--- src/rtl/chan_arb_mux_pkg.sv ---
// Shared definitions for the channel arbiter/selector: arbitration modes,
// FSM state encoding and the grant-index width helper.
package chan_arb_mux_pkg;

    localparam logic MODE_PRIO = 1'b0;
    localparam logic MODE_RR   = 1'b1;

    typedef enum logic {
        ST_IDLE = 1'b0,
        ST_FULL = 1'b1
    } state_t;

    // Grant index width, never narrower than one bit.
    function automatic int idx_w(input int n);
        return (n > 1) ? $clog2(n) : 1;
    endfunction

endpackage

--- src/rtl/chan_arb_mux_if.sv ---
// Source-side request/data bundle plus the downstream valid/ready word port.
// master = sources and sink, slave = the arbiter.
interface chan_arb_mux_if #(
    parameter int N_CH   = 4,
    parameter int DATA_W = 8
);
    import chan_arb_mux_pkg::*;
    localparam int IDX_W = idx_w(N_CH);

    logic                     mode;
    logic [N_CH-1:0]          req;
    logic [N_CH*DATA_W-1:0]   data_in;
    logic [N_CH-1:0]          ack;
    logic                     out_valid;
    logic                     out_ready;
    logic [DATA_W-1:0]        out_data;
    logic [IDX_W-1:0]         grant_idx;

    modport master (
        output mode, req, data_in, out_ready,
        input  ack, out_valid, out_data, grant_idx
    );

    modport slave (
        input  mode, req, data_in, out_ready,
        output ack, out_valid, out_data, grant_idx
    );

endinterface

--- src/rtl/chan_arb_mux_rr_pick.sv ---
// Combinational winner search: rotate req so rr_ptr lands at bit 0, take the
// lowest set bit, then add the pointer back modulo N_CH. Priority mode uses a zero rotation.
module chan_arb_mux_rr_pick
    import chan_arb_mux_pkg::*;
#(
    parameter int N_CH  = 4,
    parameter int IDX_W = idx_w(N_CH)
) (
    input  logic [N_CH-1:0]  req,
    input  logic [IDX_W-1:0] rr_ptr,
    input  logic             mode,
    output logic [IDX_W-1:0] winner,
    output logic             found
);

    localparam logic [IDX_W:0] N_VAL = (IDX_W+1)'(N_CH);

    logic [IDX_W-1:0]  base;
    logic [2*N_CH-1:0] dbl;
    logic [N_CH-1:0]   rot;
    logic [IDX_W-1:0]  off;
    logic [IDX_W:0]    sum;

    always_comb begin
        base  = (mode == MODE_RR) ? rr_ptr : '0;
        dbl   = {req, req} >> base;
        rot   = dbl[N_CH-1:0];
        found = |req;
        off   = '0;
        for (int i = N_CH - 1; i >= 0; i--) begin
            if (rot[i]) off = IDX_W'(i);
        end
        sum = {1'b0, base} + {1'b0, off};
        if (sum >= N_VAL) sum = sum - N_VAL;
        winner = sum[IDX_W-1:0];
    end

endmodule

--- src/rtl/chan_arb_mux.sv ---
// N-channel registered selector: arbitrates requests (fixed priority or round-robin),
// latency 1 cycle req->out_valid; under out_ready=0 the held word is kept and no channel is acked.
module chan_arb_mux
    import chan_arb_mux_pkg::*;
#(
    parameter int N_CH   = 4,
    parameter int DATA_W = 8
) (
    input  logic          clk,
    input  logic          rst_n,
    chan_arb_mux_if.slave bus
);

    localparam int IDX_W = idx_w(N_CH);

    state_t            state;
    logic [IDX_W-1:0]  rr_ptr;
    logic [IDX_W-1:0]  winner;
    logic              found;
    logic              cap;
    logic              out_valid_q;
    logic [DATA_W-1:0] out_data_q;
    logic [IDX_W-1:0]  grant_q;
    logic [N_CH-1:0]   ack_c;

    chan_arb_mux_rr_pick #(
        .N_CH  (N_CH),
        .IDX_W (IDX_W)
    ) u_pick (
        .req    (bus.req),
        .rr_ptr (rr_ptr),
        .mode   (bus.mode),
        .winner (winner),
        .found  (found)
    );

    // A held word may be replaced in the same edge it is accepted downstream.
    assign cap = found && ((state == ST_IDLE) || ((state == ST_FULL) && bus.out_ready));

    always_comb begin
        ack_c = '0;
        if (cap && rst_n) ack_c[winner] = 1'b1;
    end

    always_ff @(posedge clk or negedge rst_n) begin
        if (!rst_n) begin
            state       <= ST_IDLE;
            rr_ptr      <= '0;
            out_valid_q <= 1'b0;
            out_data_q  <= '0;
            grant_q     <= '0;
        end else begin
            case (state)
                ST_IDLE: if (cap) state <= ST_FULL;
                ST_FULL: if (bus.out_ready && !found) state <= ST_IDLE;
                default: state <= ST_IDLE;
            endcase

            if (cap) begin
                out_data_q  <= bus.data_in[winner*DATA_W +: DATA_W];
                grant_q     <= winner;
                out_valid_q <= 1'b1;
                if (bus.mode == MODE_RR) begin
                    rr_ptr <= (winner == IDX_W'(N_CH - 1)) ? '0 : winner + IDX_W'(1);
                end
            end else if ((state == ST_FULL) && bus.out_ready) begin
                out_valid_q <= 1'b0;
            end
        end
    end

    assign bus.ack       = ack_c;
    assign bus.out_valid = out_valid_q;
    assign bus.out_data  = out_data_q;
    assign bus.grant_idx = grant_q;

endmodule

--- src/flat_wrapper.sv ---
// flat-port wrapper written by rule: the top's interface ports become plain ports
module chan_arb_mux_flat import chan_arb_mux_pkg::*;
#(
    parameter int N_CH   = 4,
    parameter int DATA_W = 8
)
  (clk, rst_n, bus_mode, bus_req, bus_data_in, bus_out_ready, bus_ack, bus_out_valid, bus_out_data, bus_grant_idx);
  chan_arb_mux_if #(.N_CH(N_CH), .DATA_W(DATA_W)) bus_i ();
  input  logic clk;
  input  logic rst_n;
  input wire logic [$bits(bus_i.mode)-1:0] bus_mode;
  input wire logic [$bits(bus_i.req)-1:0] bus_req;
  input wire logic [$bits(bus_i.data_in)-1:0] bus_data_in;
  input wire logic [$bits(bus_i.out_ready)-1:0] bus_out_ready;
  output wire logic [$bits(bus_i.ack)-1:0] bus_ack;
  output wire logic [$bits(bus_i.out_valid)-1:0] bus_out_valid;
  output wire logic [$bits(bus_i.out_data)-1:0] bus_out_data;
  output wire logic [$bits(bus_i.grant_idx)-1:0] bus_grant_idx;
  assign bus_i.mode = bus_mode;
  assign bus_i.req = bus_req;
  assign bus_i.data_in = bus_data_in;
  assign bus_i.out_ready = bus_out_ready;
  assign bus_ack = bus_i.ack;
  assign bus_out_valid = bus_i.out_valid;
  assign bus_out_data = bus_i.out_data;
  assign bus_grant_idx = bus_i.grant_idx;
  chan_arb_mux #(.N_CH(N_CH), .DATA_W(DATA_W)) u_core (.clk(clk), .rst_n(rst_n), .bus(bus_i));
endmodule
--- config.mk ---
export PLATFORM = sky130hd
export DESIGN_NAME = chan_arb_mux_flat
export DESIGN_NICKNAME = d
export VERILOG_FILES = /design/src/rtl/chan_arb_mux_pkg.sv /design/src/rtl/chan_arb_mux_if.sv /design/src/rtl/chan_arb_mux_rr_pick.sv /design/src/rtl/chan_arb_mux.sv /design/src/flat_wrapper.sv
export SDC_FILE = /design/constraint.sdc
export NUM_CORES = 1
export LEC_CHECK = 0
export CAP_MARGIN = 20
export CORE_AREA = 2 2 64 54
export CTS_BUF_LIST = sky130_fd_sc_hd__clkbuf_4 sky130_fd_sc_hd__clkbuf_8 sky130_fd_sc_hd__clkbuf_16
export CTS_CLUSTER_DIAMETER = 100
export CTS_CLUSTER_SIZE = 28
export DETAILED_ROUTE_END_ITERATION = 8
export DIE_AREA = 0 0 66 56
export PLACE_DENSITY_LB_ADDON = 0.3
export SYNTH_ARGS = -nofsm -noshare
export SYNTH_HDL_FRONTEND = slang
export SYNTH_SLANG_ARGS = --single-unit
--- constraint.sdc ---
create_clock -name clk -period 4.2 [get_ports clk]
set_input_delay 0.84 -clock clk [delete_from_list [all_inputs] [get_ports clk]]
set_output_delay 0.84 -clock clk [all_outputs]
set_load 0.01 [all_outputs]
==> report_table.html, run 1 <==
<table>
<tr><th>Metric</th><th>Value</th></tr>
<tr><th colspan="2">Status</th></tr>
<tr><td>Result of the run</td><td>finished, final reports clean</td></tr>
<tr><th colspan="2">Cells and area</th></tr>
<tr><td>Total area of sequential cells</td><td>350 um^2</td></tr>
<tr><td># diodes</td><td>0</td></tr>
<tr><td>Final-stage net count</td><td>240</td></tr>
<tr><td>Total area of multi-input combinational cells</td><td>between 800 and 900 um^2</td></tr>
<tr><td>Number of fillers in the final layout</td><td>around 240</td></tr>
<tr><td>Layout cells sized above 1</td><td>between 20% and 30%</td></tr>
<tr><td>Layout overhead on the synthesized area</td><td>62.0%</td></tr>
<tr><th colspan="2">Clocking</th></tr>
<tr><td>Maximum level of the CTS H-tree</td><td>1</td></tr>
<tr><td>Clock buffer count from CTS</td><td>3</td></tr>
<tr><td>Clock Latency Late Sink</td><td>about 0.25 ns</td></tr>
<tr><td>Maximum buffer depth of the clock tree</td><td>2</td></tr>
<tr><td>CTS tree</td><td>done</td></tr>
<tr><td>Clock sinks</td><td>14</td></tr>
<tr><td>Clk pin slew, worst setup/hold paths</td><td>0.06 ns</td></tr>
<tr><td>Root buffer cell</td><td>sky130_fd_sc_hd__clkbuf_8</td></tr>
<tr><th colspan="2">Global route</th></tr>
<tr><td>Wire length of the first global-routing pass</td><td>5810 um</td></tr>
<tr><td>Antenna violations before repair</td><td>0</td></tr>
<tr><td>Pin count of the biggest net entering global routing</td><td>22</td></tr>
<tr><td>All-Layer GR Usage</td><td>between 20% and 30%</td></tr>
<tr><td>Overflow after GRT</td><td>0</td></tr>
<tr><td>Number of global-route vias before repair</td><td>~1300</td></tr>
<tr><th colspan="2">Synth</th></tr>
<tr><td>Number of standard cells after synthesis</td><td>between 100 and 150</td></tr>
<tr><td>Post-synthesis cell type with the largest combined area</td><td>sky130_fd_sc_hd__dfrtp_1</td></tr>
<tr><td>Synth Flop Type</td><td>sky130_fd_sc_hd__dfrtp_1</td></tr>
<tr><td>Avg Synthesized Cell Area</td><td>between 9 and 10 um^2</td></tr>
<tr><td>Register area share after synthesis</td><td>roughly 28%</td></tr>
<tr><td>Synth area leaders</td><td>sky130_fd_sc_hd__dfrtp_1, sky130_fd_sc_hd__mux2_2, sky130_fd_sc_hd__nand2_1</td></tr>
<tr><td>Leading post-synthesis cells by instance count</td><td>sky130_fd_sc_hd__nand2_1, sky130_fd_sc_hd__dfrtp_1, sky130_fd_sc_hd__mux2_2</td></tr>
<tr><td>Share of async-settable or async-resettable flops after synthesis</td><td>100%</td></tr>
<tr><td>Area of the mapped netlist</td><td>approximately 0.0012 mm^2</td></tr>
<tr><td>Synth top area share</td><td>28.3%</td></tr>
<tr><td>EDFF count, synth</td><td>0</td></tr>
<tr><td>Most frequently used cell type in the post-synthesis netlist</td><td>sky130_fd_sc_hd__nand2_1</td></tr>
<tr><td>Number of distinct library cells after synthesis</td><td>39</td></tr>
<tr><td>Synthesized net count</td><td>roughly 170</td></tr>
<tr><td>YS warnings</td><td>0</td></tr>
<tr><td>Number of storage elements in the synthesis netlist</td><td>14</td></tr>
<tr><th colspan="2">Hold path</th></tr>
<tr><td>Min-Delay Path Class</td><td>register to register</td></tr>
<tr><td>Hold path cells</td><td>2</td></tr>
<tr><th colspan="2">Critical path</th></tr>
<tr><td>Worst endpoint required time</td><td>between 3 and 4 ns</td></tr>
<tr><td>Bufs and invs on worst path</td><td>3</td></tr>
<tr><td>Largest incremental delay on the critical path</td><td>between 0.4 and 0.5 ns</td></tr>
<tr><td>Kind of capture point of the worst setup path</td><td>output pin</td></tr>
<tr><td>Arrival time worst endpoint</td><td>3.25 ns</td></tr>
<tr><td>Series of cell instances along the critical path</td><td>clkdlybuf4s50_1, nor2b_2, a21oi_2, o21ai_0, mux2_4, ha_4, o31a_1, a22oi_4, and2_4, buf_4, and4_1, dlygate4sd2_1</td></tr>
<tr><td>Library cell contributing the largest single delay on the critical path</td><td>sky130_fd_sc_hd__clkdlybuf4s50_1</td></tr>
<tr><td>Crit-path leading delay family</td><td>buffers and inverters</td></tr>
<tr><td>Worst Reg2Reg Path Length in Cells</td><td>13</td></tr>
<tr><td>Top fanout value on the critical path</td><td>6</td></tr>
<tr><td>Startpoint type of the worst setup path</td><td>primary input</td></tr>
<tr><td>Category of the most critical setup path</td><td>primary input to output pin</td></tr>
<tr><td>Number of cells on the critical path</td><td>12</td></tr>
<tr><th colspan="2">STA</th></tr>
<tr><td>Achievable frequency</td><td>~240 MHz</td></tr>
<tr><td>Hold Fails Final Rpt</td><td>0</td></tr>
<tr><td>Clock period minus worst slack</td><td>4.09 ns</td></tr>
<tr><td>Count of final max-slew check failures</td><td>0</td></tr>
<tr><td>Ratio of final minimum period to clock period</td><td>between 90 and 100%</td></tr>
<tr><td>Number of setup violations in the final report</td><td>0</td></tr>
<tr><td>Worst hold slack across all endpoints</td><td>between 0.4 and 0.5 ns</td></tr>
<tr><td>Tightest slew margin relative to the limit</td><td>34.7%</td></tr>
<tr><td>Clk_skew</td><td>between 0.002 and 0.0025 ns</td></tr>
<tr><td>Tightest Pin Transition</td><td>0.979 ns</td></tr>
<tr><th colspan="2">Die</th></tr>
<tr><td>Boundary pin count</td><td>between 50 and 60</td></tr>
<tr><td>Number of core rows</td><td>18</td></tr>
<tr><td>Core Box Area</td><td>slightly above 0.003 mm^2</td></tr>
<tr><td>Width of the die</td><td>66 um</td></tr>
<tr><td>Initial Util</td><td>about 40%</td></tr>
<tr><td>Die area</td><td>approximately 0.0037 mm^2</td></tr>
<tr><td>Height of the die</td><td>56 um</td></tr>
<tr><th colspan="2">Place</th></tr>
<tr><td>DPL Wire Length</td><td>between 2000 and 3000 um</td></tr>
<tr><td>Gp weighted congestion</td><td>between 0.8 and 0.9</td></tr>
<tr><td>Count of buffers inserted at the top-level ports</td><td>54</td></tr>
<tr><th colspan="2">Detailed routing</th></tr>
<tr><td>Initial DRC Count</td><td>58</td></tr>
<tr><td>Routed wire length</td><td>~3800 um</td></tr>
<tr><td>DRT Pass-1 Iters</td><td>4</td></tr>
<tr><td>Via-per-instance ratio</td><td>5.47</td></tr>
<tr><td>DR DRC count</td><td>0</td></tr>
<tr><td>Number of vias in the routed layout</td><td>approximately 1300</td></tr>
<tr><td>Post-detailed-route count of antenna-violating nets</td><td>0</td></tr>
<tr><td>Wire length per cell</td><td>about 16 um</td></tr>
<tr><th colspan="2">Pwr</th></tr>
<tr><td>Maximum vdd drop</td><td>between 200 and 250 uV</td></tr>
<tr><td>Power density normalized to cell area</td><td>464 mW/mm^2</td></tr>
<tr><td>Power, Total</td><td>around 0.00093 W</td></tr>
<tr><td>P_leak</td><td>between 0.8 and 0.9 nW</td></tr>
<tr><th colspan="2">Job</th></tr>
<tr><td>MaxCap Viol Count</td><td>0</td></tr>
</table>
[through the flow]
| stage | setup TNS, ns | instances | util [%] | area [um^2] | worst slack (ns) |
|---|---|---|---|---|---|
| 6_report | 0 | 237 | 66.5 | 2010 | 0.109 |
| 5_1_grt | -0.00469 | 237 | 66.5 | 2010 | -0.00469 |
| 4_1_cts | 0 | 235 | 65.4 | 1970 | 0.0139 |
| 3_5_place_dp | -1.59 | 229 | 62.4 | 1880 | -0.450 |
| 3_3_place_gp | -0.795 | 229 | 62.4 | 1880 | -0.236 |
| 2_1_floorplan | 0 | 126 | - | 1240 | 0.294 |
[area by class of cell]
type                            count  area share, %
Clock buffer                        4           2.74
Multi-Input combinational cell     95           40.3
Sequential cell                    14           17.5
Tap cell                           40           2.49
Inverter                            6           1.12
Timing Repair Buffer               78           35.9
[registers in the layout, summed over array words and instances (netlist names)]
signal	count
u_core.bus.out_data	8
u_core.bus.grant_idx	2
u_core.rr_ptr	2
u_core.bus.out_valid	1
u_core.state	1
[layout by cell type, fill, tap and decap left out, types with 2 or more instances in the layout]
cell                               n
sky130_fd_sc_hd__a22oi_1           2
sky130_fd_sc_hd__nand4_1           8
sky130_fd_sc_hd__nand2_1          20
sky130_fd_sc_hd__and3_1            2
sky130_fd_sc_hd__inv_1             6
sky130_fd_sc_hd__clkdlybuf4s15_1   2
sky130_fd_sc_hd__o21ai_0           7
sky130_fd_sc_hd__mux2i_1           8
sky130_fd_sc_hd__buf_4            24
sky130_fd_sc_hd__nand2_2           2
sky130_fd_sc_hd__mux2_2            9
sky130_fd_sc_hd__o311ai_4          2
sky130_fd_sc_hd__a21oi_1           3
sky130_fd_sc_hd__and4_1            2
sky130_fd_sc_hd__dfrtp_1          14
sky130_fd_sc_hd__clkdlybuf4s50_1  46
sky130_fd_sc_hd__dlymetal6s2s_1    3
sky130_fd_sc_hd__clkbuf_8          4
sky130_fd_sc_hd__o311ai_0          2
sky130_fd_sc_hd__dlygate4sd2_1     2
sky130_fd_sc_hd__o311ai_2          4
[logic make-up (layout without fill, tap and decap cells)]
group | after synthesis | in the layout | synth area share [%]
AOI/OAI and AO/OA | 33 | 33 | 26.2
adders and majority gates | 2 | 2 | 2.02
buffers and inverters | 17 | 88 | 9.59
DFF | 14 | 14 | 28.3
muxes | 18 | 18 | 15.6
and+or+nand+nor | 42 | 42 | 18.4
[worst paths after layout]
path                                                       start                                  to  slack (ns)
worst max-delay path                                  bus_req[2]                          bus_ack[0]        0.11
worst min-delay path            u_core.bus.out_valid$_DFFE_PN0P_    u_core.bus.out_valid$_DFFE_PN0P_        0.49
worst max register to register      u_core.rr_ptr[1]$_DFFE_PN0P_  u_core.bus.out_data[7]$_DFFE_PN0P_        1.47
worst min register to register  u_core.bus.out_valid$_DFFE_PN0P_    u_core.bus.out_valid$_DFFE_PN0P_        0.49
max in group asynchronous                                  rst_n  u_core.bus.out_data[0]$_DFFE_PN0P_        2.81
min in group asynchronous                                  rst_n              u_core.state$_DFF_PN0_        0.90
[metal layers]
layer	track usage (%)	up-vias	share of wire [%]
li1	-	623	-
met1	23.6	617	41
met2	35.8	52	51
met3	5.67	4	6.9
met4	4.66	0	0.82
met5	0	-	0
[timing repair]
item | 4_1_cts | 5_1_grt
resized for setup | 10 | 11
setup buffers | 2 | 2
hold buffers | 0 | 0
endpoints found under the setup margin | 4 | 4
cloned | 0 | 0
pin swaps | 2 | 3
[power by group]
part	switching (W)	total (W)	internal [W]	leakage (nW)
sequential	0.0000427	0.000229	0.000186	0.168
combinational	0.000250	0.000571	0.000321	0.683
clock	0.0000486	0.000132	0.0000831	0.0288
total	0.000341	0.000931	0.000590	0.880
[worst min-delay path, delay by kind of cell (launching register included)]
family | cells | cell delay (ns)
simple gates | 2 | 0.10
flops | 1 | 0.35
Note: power is estimated with default switching activity, not from simulation.
==> run 2, diff against run 1 <==
==> constraint.sdc (replaced) <==
create_clock -name clk -period 4.1 [get_ports clk]
set_input_delay 0.82 -clock clk [delete_from_list [all_inputs] [get_ports clk]]
set_output_delay 0.82 -clock clk [all_outputs]
set_load 0.01 [all_outputs]
==> report_table.html, run 2 (synthesis results as in run 1) <==
<table>
<tr><th>Metric</th><th>Value</th></tr>
<tr><th colspan="2">Status</th></tr>
<tr><td>Result of the run</td><td>finished, final reports clean</td></tr>
<tr><th colspan="2">Detailed routing</th></tr>
<tr><td>Number of vias in the routed layout</td><td>about 1300</td></tr>
<tr><td>Via-per-instance ratio</td><td>5.42</td></tr>
<tr><td>DR DRC count</td><td>0</td></tr>
<tr><td>Wire length per cell</td><td>roughly 15 um</td></tr>
<tr><td>DRT Pass-1 Iters</td><td>4</td></tr>
<tr><td>Post-detailed-route count of antenna-violating nets</td><td>0</td></tr>
<tr><td>Routed wire length</td><td>around 3500 um</td></tr>
<tr><td>Initial DRC Count</td><td>63</td></tr>
<tr><th colspan="2">Cells and area</th></tr>
<tr><td>Layout cells sized above 1</td><td>approximately 30%</td></tr>
<tr><td>Leading cell type in the layout, fill and taps excluded</td><td>sky130_fd_sc_hd__clkdlybuf4s50_1</td></tr>
<tr><td>Layout overhead on the synthesized area</td><td>61.0%</td></tr>
<tr><td># diodes</td><td>0</td></tr>
<tr><td>Largest register FFs</td><td>8</td></tr>
<tr><td>Commonest cells after routing, fill and taps aside</td><td>sky130_fd_sc_hd__clkdlybuf4s50_1, sky130_fd_sc_hd__buf_4, sky130_fd_sc_hd__nand2_1</td></tr>
<tr><td>Final design instance area without fill</td><td>between 0.0015 and 0.002 mm^2</td></tr>
<tr><td>Final-stage net count</td><td>240</td></tr>
<tr><th colspan="2">Die</th></tr>
<tr><td>Boundary pin count</td><td>55</td></tr>
<tr><td>Core Box Area</td><td>~0.003 mm^2</td></tr>
<tr><td>Die area</td><td>0.00370 mm^2</td></tr>
<tr><td>Width of the die</td><td>between 60 and 70 um</td></tr>
<tr><td>Height of the die</td><td>about 56 um</td></tr>
<tr><td>Number of core rows</td><td>18</td></tr>
<tr><td>Initial Util</td><td>roughly 41%</td></tr>
<tr><th colspan="2">Global route</th></tr>
<tr><td>All-Layer GR Usage</td><td>19.8%</td></tr>
<tr><td>Overflow after GRT</td><td>0</td></tr>
<tr><td>Pin count of the biggest net entering global routing</td><td>22</td></tr>
<tr><td>Antenna violations before repair</td><td>0</td></tr>
<tr><td>Number of global-route vias before repair</td><td>between 1000 and 1500</td></tr>
<tr><td>Wire length of the first global-routing pass</td><td>about 5700 um</td></tr>
<tr><th colspan="2">Critical path</th></tr>
<tr><td>Worst Reg2Reg Path Length in Cells</td><td>13</td></tr>
<tr><td>Worst endpoint required time</td><td>between 3 and 4 ns</td></tr>
<tr><td>R2r setup slk</td><td>around 1.5 ns</td></tr>
<tr><td>Kind of capture point of the worst setup path</td><td>output pin</td></tr>
<tr><td>Capturing point of the worst reg2reg path</td><td>u_core.bus.out_data[7]$_DFFE_PN0P_</td></tr>
<tr><td>Top fanout value on the critical path</td><td>6</td></tr>
<tr><td>Critical Path Source</td><td>bus_req[2]</td></tr>
<tr><td>Startpoint type of the worst setup path</td><td>primary input</td></tr>
<tr><td>Critical R2R Launch</td><td>u_core.rr_ptr[1]$_DFFE_PN0P_</td></tr>
<tr><td>CP Capture Point</td><td>bus_ack[1]</td></tr>
<tr><td>Arrival time worst endpoint</td><td>3.18 ns</td></tr>
<tr><td>Category of the most critical setup path</td><td>primary input to output pin</td></tr>
<tr><th colspan="2">Clocking</th></tr>
<tr><td>Clock sinks</td><td>14</td></tr>
<tr><td>Maximum level of the CTS H-tree</td><td>1</td></tr>
<tr><td>Clock Latency Late Sink</td><td>between 0.2 and 0.3 ns</td></tr>
<tr><td>Maximum buffer depth of the clock tree</td><td>2</td></tr>
<tr><td>Clk pin slew, worst setup/hold paths</td><td>0.06 ns</td></tr>
<tr><td>Clock buffer count from CTS</td><td>3</td></tr>
<tr><td>Root buffer cell</td><td>sky130_fd_sc_hd__clkbuf_8</td></tr>
<tr><td>CTS tree</td><td>done</td></tr>
<tr><th colspan="2">STA</th></tr>
<tr><td>Achievable frequency</td><td>250 MHz</td></tr>
<tr><td>Number of setup violations in the final report</td><td>0</td></tr>
<tr><td>Setup total negative slack</td><td>0 ns</td></tr>
<tr><td>Hold Fails Final Rpt</td><td>0</td></tr>
<tr><td>Tightest Pin Transition</td><td>0.800 ns</td></tr>
<tr><td>Tightest slew margin relative to the limit</td><td>between 40% and 50%</td></tr>
<tr><td>Ratio of final minimum period to clock period</td><td>between 90% and 100%</td></tr>
<tr><td>Clk_skew</td><td>0.00501 ns</td></tr>
<tr><td>Clock period minus worst slack</td><td>4.00 ns</td></tr>
<tr><td>Count of final max-slew check failures</td><td>0</td></tr>
<tr><td>Worst hold slack across all endpoints</td><td>around 0.47 ns</td></tr>
<tr><th colspan="2">Place</th></tr>
<tr><td>Instance area after placement</td><td>around 0.0019 mm^2</td></tr>
<tr><td>Gp weighted congestion</td><td>between 0.8 and 0.9</td></tr>
<tr><td>DPL Wire Length</td><td>approximately 2800 um</td></tr>
<tr><td>Count of buffers inserted at the top-level ports</td><td>between 50 and 60</td></tr>
<tr><th colspan="2">Hold path</th></tr>
<tr><td>Min-Delay Path Class</td><td>register to register</td></tr>
<tr><td>HP Start</td><td>u_core.bus.out_valid$_DFFE_PN0P_</td></tr>
<tr><th colspan="2">Pwr</th></tr>
<tr><td>Maximum vdd drop</td><td>242 uV</td></tr>
<tr><td>P_leak</td><td>just under 0.9 nW</td></tr>
<tr><td>Power density normalized to cell area</td><td>about 470 mW/mm^2</td></tr>
<tr><th colspan="2">Job</th></tr>
<tr><td>MaxCap Viol Count</td><td>0</td></tr>
</table>
[run 2: cell types whose count changed in the layout (fill, tap and decap cells not counted)]
cell and delta:
sky130_fd_sc_hd__clkbuf_2 +1, sky130_fd_sc_hd__clkdlybuf4s15_1 -2, sky130_fd_sc_hd__nor2b_1 +1, sky130_fd_sc_hd__inv_1 -1, sky130_fd_sc_hd__dlygate4sd2_1 +2, sky130_fd_sc_hd__inv_2 +1
sky130_fd_sc_hd__nor2b_2 -1, sky130_fd_sc_hd__dlymetal6s2s_1 -1
[run 2: layout make-up]
cell class	instances	area [um^2]
inverter	6	22.5
clock buffer	4	55.1
sequential	14	350
tap	40	50.0
multi-input combinational	95	806
fill	248	1020
timing repair buffer	78	711
[run 2: what timing repair did]
action                                  in CTS  in global routing
gates resized for setup                     13                  8
hold endpoints to repair                     0                  0
pin swaps                                    3                  0
endpoints found under the setup margin       4                  4
buffers inserted                             2                  0
hold buffers                                 0                  0
[run 2: critical path: stages]
cell                              delay, ns
sky130_fd_sc_hd__clkdlybuf4s50_1       0.41
sky130_fd_sc_hd__nor2b_1               0.17
sky130_fd_sc_hd__a21oi_2               0.12
sky130_fd_sc_hd__o21ai_0               0.09
sky130_fd_sc_hd__mux2_4                0.29
sky130_fd_sc_hd__ha_4                  0.18
sky130_fd_sc_hd__inv_2                 0.06
sky130_fd_sc_hd__o2111ai_2             0.09
sky130_fd_sc_hd__o21a_1                0.16
sky130_fd_sc_hd__and2_4                0.17
sky130_fd_sc_hd__buf_4                 0.15
sky130_fd_sc_hd__and4_1                0.19
sky130_fd_sc_hd__dlygate4sd2_1         0.28
[run 2: worst min path at each step]
| stage | endpoint | slack [ns] | cells after the start |
|---|---|---|---|
| after floorplan | u_core.state$_DFF_PN0_ | 0.48 | 2 |
| after global placement | u_core.bus.out_valid$_DFFE_PN0P_ | 0.46 | 2 |
| after detailed placement | u_core.bus.out_valid$_DFFE_PN0P_ | 0.47 | 2 |
| after CTS | u_core.bus.out_valid$_DFFE_PN0P_ | 0.48 | 2 |
| after global routing | u_core.bus.out_valid$_DFFE_PN0P_ | 0.52 | 2 |
| final | u_core.bus.out_valid$_DFFE_PN0P_ | 0.47 | 2 |
[run 2: through the flow]
stage	power (W)	setup slack (ns)	util, %	std cells
after CTS	0.000940	0.0189	66.0	237
after global placement	0.000768	-0.291	62.9	231
after detailed placement	0.000783	-0.455	62.9	231
after global routing	0.00100	-0.00278	66.1	237
after floorplan	0.000564	0.234	-	126
final	0.000940	0.0983	66.1	237
[run 2: report_power, final]
part	internal [W]	leakage [nW]	switching [W]
combinational	0.000325	0.677	0.000246
sequential	0.000191	0.168	0.0000438
clock	0.0000851	0.0288	0.0000499
total	0.000600	0.873	0.000340
[run 2: metal layers]
metal	track usage (%)	part of all wire, %
met5	0	0
met4	2.62	0.82
met2	34.9	51
met1	24.5	42
met3	5.26	6.5
==> run 3, diff against run 2 <==
--- a/config.mk
+++ b/config.mk
@@ -6,13 +6,14 @@
 export NUM_CORES = 1
 export LEC_CHECK = 0
 export CAP_MARGIN = 20
-export CORE_AREA = 2 2 64 54
+export CORE_AREA = 2 2 62 52
 export CTS_BUF_LIST = sky130_fd_sc_hd__clkbuf_4 sky130_fd_sc_hd__clkbuf_8 sky130_fd_sc_hd__clkbuf_16
 export CTS_CLUSTER_DIAMETER = 100
 export CTS_CLUSTER_SIZE = 28
 export DETAILED_ROUTE_END_ITERATION = 8
-export DIE_AREA = 0 0 66 56
+export DIE_AREA = 0 0 64 54
 export PLACE_DENSITY_LB_ADDON = 0.3
+export SLEW_MARGIN = 0
 export SYNTH_ARGS = -nofsm -noshare
 export SYNTH_HDL_FRONTEND = slang
 export SYNTH_SLANG_ARGS = --single-unit
==> constraint.sdc (replaced) <==
create_clock -name clk -period 4.9 [get_ports clk]
set_input_delay 0.98 -clock clk [delete_from_list [all_inputs] [get_ports clk]]
set_output_delay 0.98 -clock clk [all_outputs]
set_load 0.01 [all_outputs]
==> report_table.html, run 3 (synthesis results as in run 1) <==
<table>
<tr><th>Metric</th><th>Value</th></tr>
<tr><th colspan="2">Die</th></tr>
<tr><td>Initial Util</td><td>between 40% and 50%</td></tr>
<tr><td>Height of the die</td><td>between 50 and 60 um</td></tr>
<tr><td>Boundary pin count</td><td>55</td></tr>
<tr><td>Width of the die</td><td>~64 um</td></tr>
<tr><td>Die area</td><td>0.00346 mm^2</td></tr>
<tr><td>Core Box Area</td><td>about 0.0029 mm^2</td></tr>
<tr><td>Number of core rows</td><td>18</td></tr>
<tr><th colspan="2">Pwr</th></tr>
<tr><td>P_leak</td><td>0.812 nW</td></tr>
<tr><td>Power density normalized to cell area</td><td>roughly 380 mW/mm^2</td></tr>
<tr><td>Maximum vdd drop</td><td>190 uV</td></tr>
<tr><th colspan="2">Cells and area</th></tr>
<tr><td>Final-stage net count</td><td>230</td></tr>
<tr><td>Layout cells sized above 1</td><td>a little under a quarter</td></tr>
<tr><td>Number of fillers in the final layout</td><td>around 230</td></tr>
<tr><td>Leading cell type in the layout, fill and taps excluded</td><td>sky130_fd_sc_hd__clkdlybuf4s50_1</td></tr>
<tr><td># diodes</td><td>0</td></tr>
<tr><td>Final design instance area without fill</td><td>~0.0019 mm^2</td></tr>
<tr><td>Commonest cells after routing, fill and taps aside</td><td>sky130_fd_sc_hd__clkdlybuf4s50_1, sky130_fd_sc_hd__nand2_1, sky130_fd_sc_hd__buf_4, sky130_fd_sc_hd__dfrtp_1, sky130_fd_sc_hd__mux2_2</td></tr>
<tr><td>Non-filler instance count after layout</td><td>about 230</td></tr>
<tr><td>Layout overhead on the synthesized area</td><td>52.3%</td></tr>
<tr><td>Largest register FFs</td><td>8</td></tr>
<tr><th colspan="2">Global route</th></tr>
<tr><td>Overflow after GRT</td><td>0</td></tr>
<tr><td>Pin count of the biggest net entering global routing</td><td>22</td></tr>
<tr><td>Number of global-route vias before repair</td><td>between 1000 and 1500</td></tr>
<tr><td>Wire length of the first global-routing pass</td><td>approximately 5100 um</td></tr>
<tr><td>All-Layer GR Usage</td><td>between 10% and 20%</td></tr>
<tr><td>Fraction of met2 tracks used by global routing</td><td>35.2%</td></tr>
<tr><td>Met3 Resource Use GR</td><td>under 10%</td></tr>
<tr><td>Top Usage Layer GRT</td><td>met2</td></tr>
<tr><td>M1 GR Usage</td><td>around 23%</td></tr>
<tr><td>Antenna violations before repair</td><td>0</td></tr>
<tr><th colspan="2">Detailed routing</th></tr>
<tr><td>Routed wire length</td><td>between 3000 and 4000 um</td></tr>
<tr><td>Post-detailed-route count of antenna-violating nets</td><td>0</td></tr>
<tr><td>Wire length per cell</td><td>14.5 um</td></tr>
<tr><td>Number of vias in the routed layout</td><td>between 1000 and 1500</td></tr>
<tr><td>DR DRC count</td><td>0</td></tr>
<tr><td>Initial DRC Count</td><td>between 40 and 50</td></tr>
<tr><td>Via-per-instance ratio</td><td>~5.4</td></tr>
<tr><td>DRT Pass-1 Iters</td><td>4</td></tr>
<tr><th colspan="2">STA</th></tr>
<tr><td>Count of final max-slew check failures</td><td>0</td></tr>
<tr><td>Worst hold slack across all endpoints</td><td>0.474 ns</td></tr>
<tr><td>Clock period minus worst slack</td><td>4.71 ns</td></tr>
<tr><td>Number of setup violations in the final report</td><td>0</td></tr>
<tr><td>Final setup slack of the worst path</td><td>0.191 ns</td></tr>
<tr><td>Clk_skew</td><td>0.00326 ns</td></tr>
<tr><td>Achievable frequency</td><td>212 MHz</td></tr>
<tr><td>Tightest slew margin relative to the limit</td><td>approximately two fifths</td></tr>
<tr><td>Hold Fails Final Rpt</td><td>0</td></tr>
<tr><td>Ratio of final minimum period to clock period</td><td>a little over nine tenths</td></tr>
<tr><td>Tightest Pin Transition</td><td>0.891 ns</td></tr>
<tr><td>Unrepaired setup endpoints after global routing</td><td>no</td></tr>
<tr><th colspan="2">Critical path</th></tr>
<tr><td>Arrival time worst endpoint</td><td>roughly 3.7 ns</td></tr>
<tr><td>Crit path top cell by count</td><td>sky130_fd_sc_hd__clkdlybuf4s50_1</td></tr>
<tr><td>Startpoint type of the worst setup path</td><td>primary input</td></tr>
<tr><td>Largest incremental delay on the critical path</td><td>between 0.5 and 0.6 ns</td></tr>
<tr><td>Category of the most critical setup path</td><td>primary input to output pin</td></tr>
<tr><td>Bufs and invs on worst path</td><td>3</td></tr>
<tr><td>Worst endpoint required time</td><td>3.92 ns</td></tr>
<tr><td>Series of cell instances along the critical path</td><td>clkdlybuf4s50_1, nand2_2, nand2_1, a21oi_1, o21ai_0, mux2_2, ha_2, o31a_1, a22oi_4, and2_4, buf_4, and4_1, clkdlybuf4s50_1</td></tr>
<tr><td>Top fanout value on the critical path</td><td>6</td></tr>
<tr><td>Kind of capture point of the worst setup path</td><td>output pin</td></tr>
<tr><td>Library cell contributing the largest single delay on the critical path</td><td>sky130_fd_sc_hd__clkdlybuf4s50_1</td></tr>
<tr><td>Crit-path leading delay family</td><td>buffers and inverters</td></tr>
<tr><th colspan="2">Place</th></tr>
<tr><td>Worst slack at placement</td><td>-0.0344 ns</td></tr>
<tr><td>Count of buffers inserted at the top-level ports</td><td>between 50 and 60</td></tr>
<tr><td>DPL Wire Length</td><td>2620 um</td></tr>
<tr><td>Instance area after placement</td><td>around 0.0018 mm^2</td></tr>
<tr><td>Gp weighted congestion</td><td>0.916</td></tr>
<tr><td>DP Cell Count</td><td>approximately 220</td></tr>
<tr><th colspan="2">Job</th></tr>
<tr><td>MaxCap Viol Count</td><td>0</td></tr>
<tr><th colspan="2">Clocking</th></tr>
<tr><td>Maximum buffer depth of the clock tree</td><td>2</td></tr>
<tr><td>Maximum level of the CTS H-tree</td><td>1</td></tr>
<tr><td>Root buffer cell</td><td>sky130_fd_sc_hd__clkbuf_4</td></tr>
<tr><td>Clock buffer count from CTS</td><td>3</td></tr>
<tr><td>CTS tree</td><td>done</td></tr>
<tr><td>Clk pin slew, worst setup/hold paths</td><td>around 0.08 ns</td></tr>
<tr><td>Post-CTS Hold Fix Bufs</td><td>0</td></tr>
<tr><td>Clock Latency Late Sink</td><td>just under 0.3 ns</td></tr>
<tr><td>Clock sinks</td><td>14</td></tr>
<tr><th colspan="2">Hold path</th></tr>
<tr><td>Min-Delay Path Class</td><td>register to register</td></tr>
<tr><th colspan="2">Status</th></tr>
<tr><td>Result of the run</td><td>finished, final reports clean</td></tr>
</table>
## run 3: final timing paths
path | slack (ns) | start | cells past startpoint | to
worst max-delay path | 0.19 | bus_mode | 13 | bus_ack[1]
worst min-delay path | 0.47 | u_core.bus.out_valid$_DFFE_PN0P_ | 2 | u_core.bus.out_valid$_DFFE_PN0P_
worst max register to register | 2.25 | u_core.rr_ptr[1]$_DFFE_PN0P_ | 13 | u_core.bus.out_data[3]$_DFFE_PN0P_
max in group asynchronous | 3.46 | rst_n | 2 | u_core.bus.out_data[3]$_DFFE_PN0P_
min in group asynchronous | 0.99 | rst_n | 1 | u_core.state$_DFF_PN0_
worst min register to register | 0.47 | u_core.bus.out_valid$_DFFE_PN0P_ | 2 | u_core.bus.out_valid$_DFFE_PN0P_
## run 3: tightest hold or removal path, delay by kind of cell (launching register included)
family,cells,cell delay [ns]
flops,1,0.34
simple gates,2,0.10
## run 3: final cells by class
| type | instances | area, um^2 | area share [%] |
|---|---|---|---|
| multi-input combinational | 95 | 791 | 41.9 |
| timing repair buffer | 68 | 651 | 34.5 |
| sequential | 14 | 350 | 18.6 |
| tap | 40 | 50.0 | 2.65 |
| clock buffer | 3 | 22.5 | 1.19 |
| inverter | 6 | 22.5 | 1.19 |
## run 3: stage by stage
stage / utilization, % / TNS, ns / total power, W
global placement: 62.7 / 0 / 0.000625
CTS: 63.8 / 0 / 0.000704
finish: 64.9 / 0 / 0.000711
detailed placement: 62.7 / -0.0344 / 0.000633
floorplan: - / 0 / 0.000472
global route: 64.9 / 0 / 0.000758
## run 3: per-layer routing
metal | vias to the layer above | routed length, um
met1 | 575 | 1380
li1 | 601 | -
met4 | 0 | 84
met5 | - | 0
met3 | 9 | 155
met2 | 41 | 1650
## run 3: power by group
part	total [W]	switching (W)	leakage [nW]	internal, W
combinational	0.000452	0.000199	0.631	0.000253
clock	0.0000660	0.0000374	0.0138	0.0000286
sequential	0.000193	0.0000343	0.168	0.000159
total	0.000711	0.000271	0.812	0.000441
## run 3: repair_timing
item,4_1_cts,5_1_grt
setup buffers,0,2
endpoints found under the setup margin,1,4
pin swaps,1,2
cloned,0,0
resized for setup,1,6
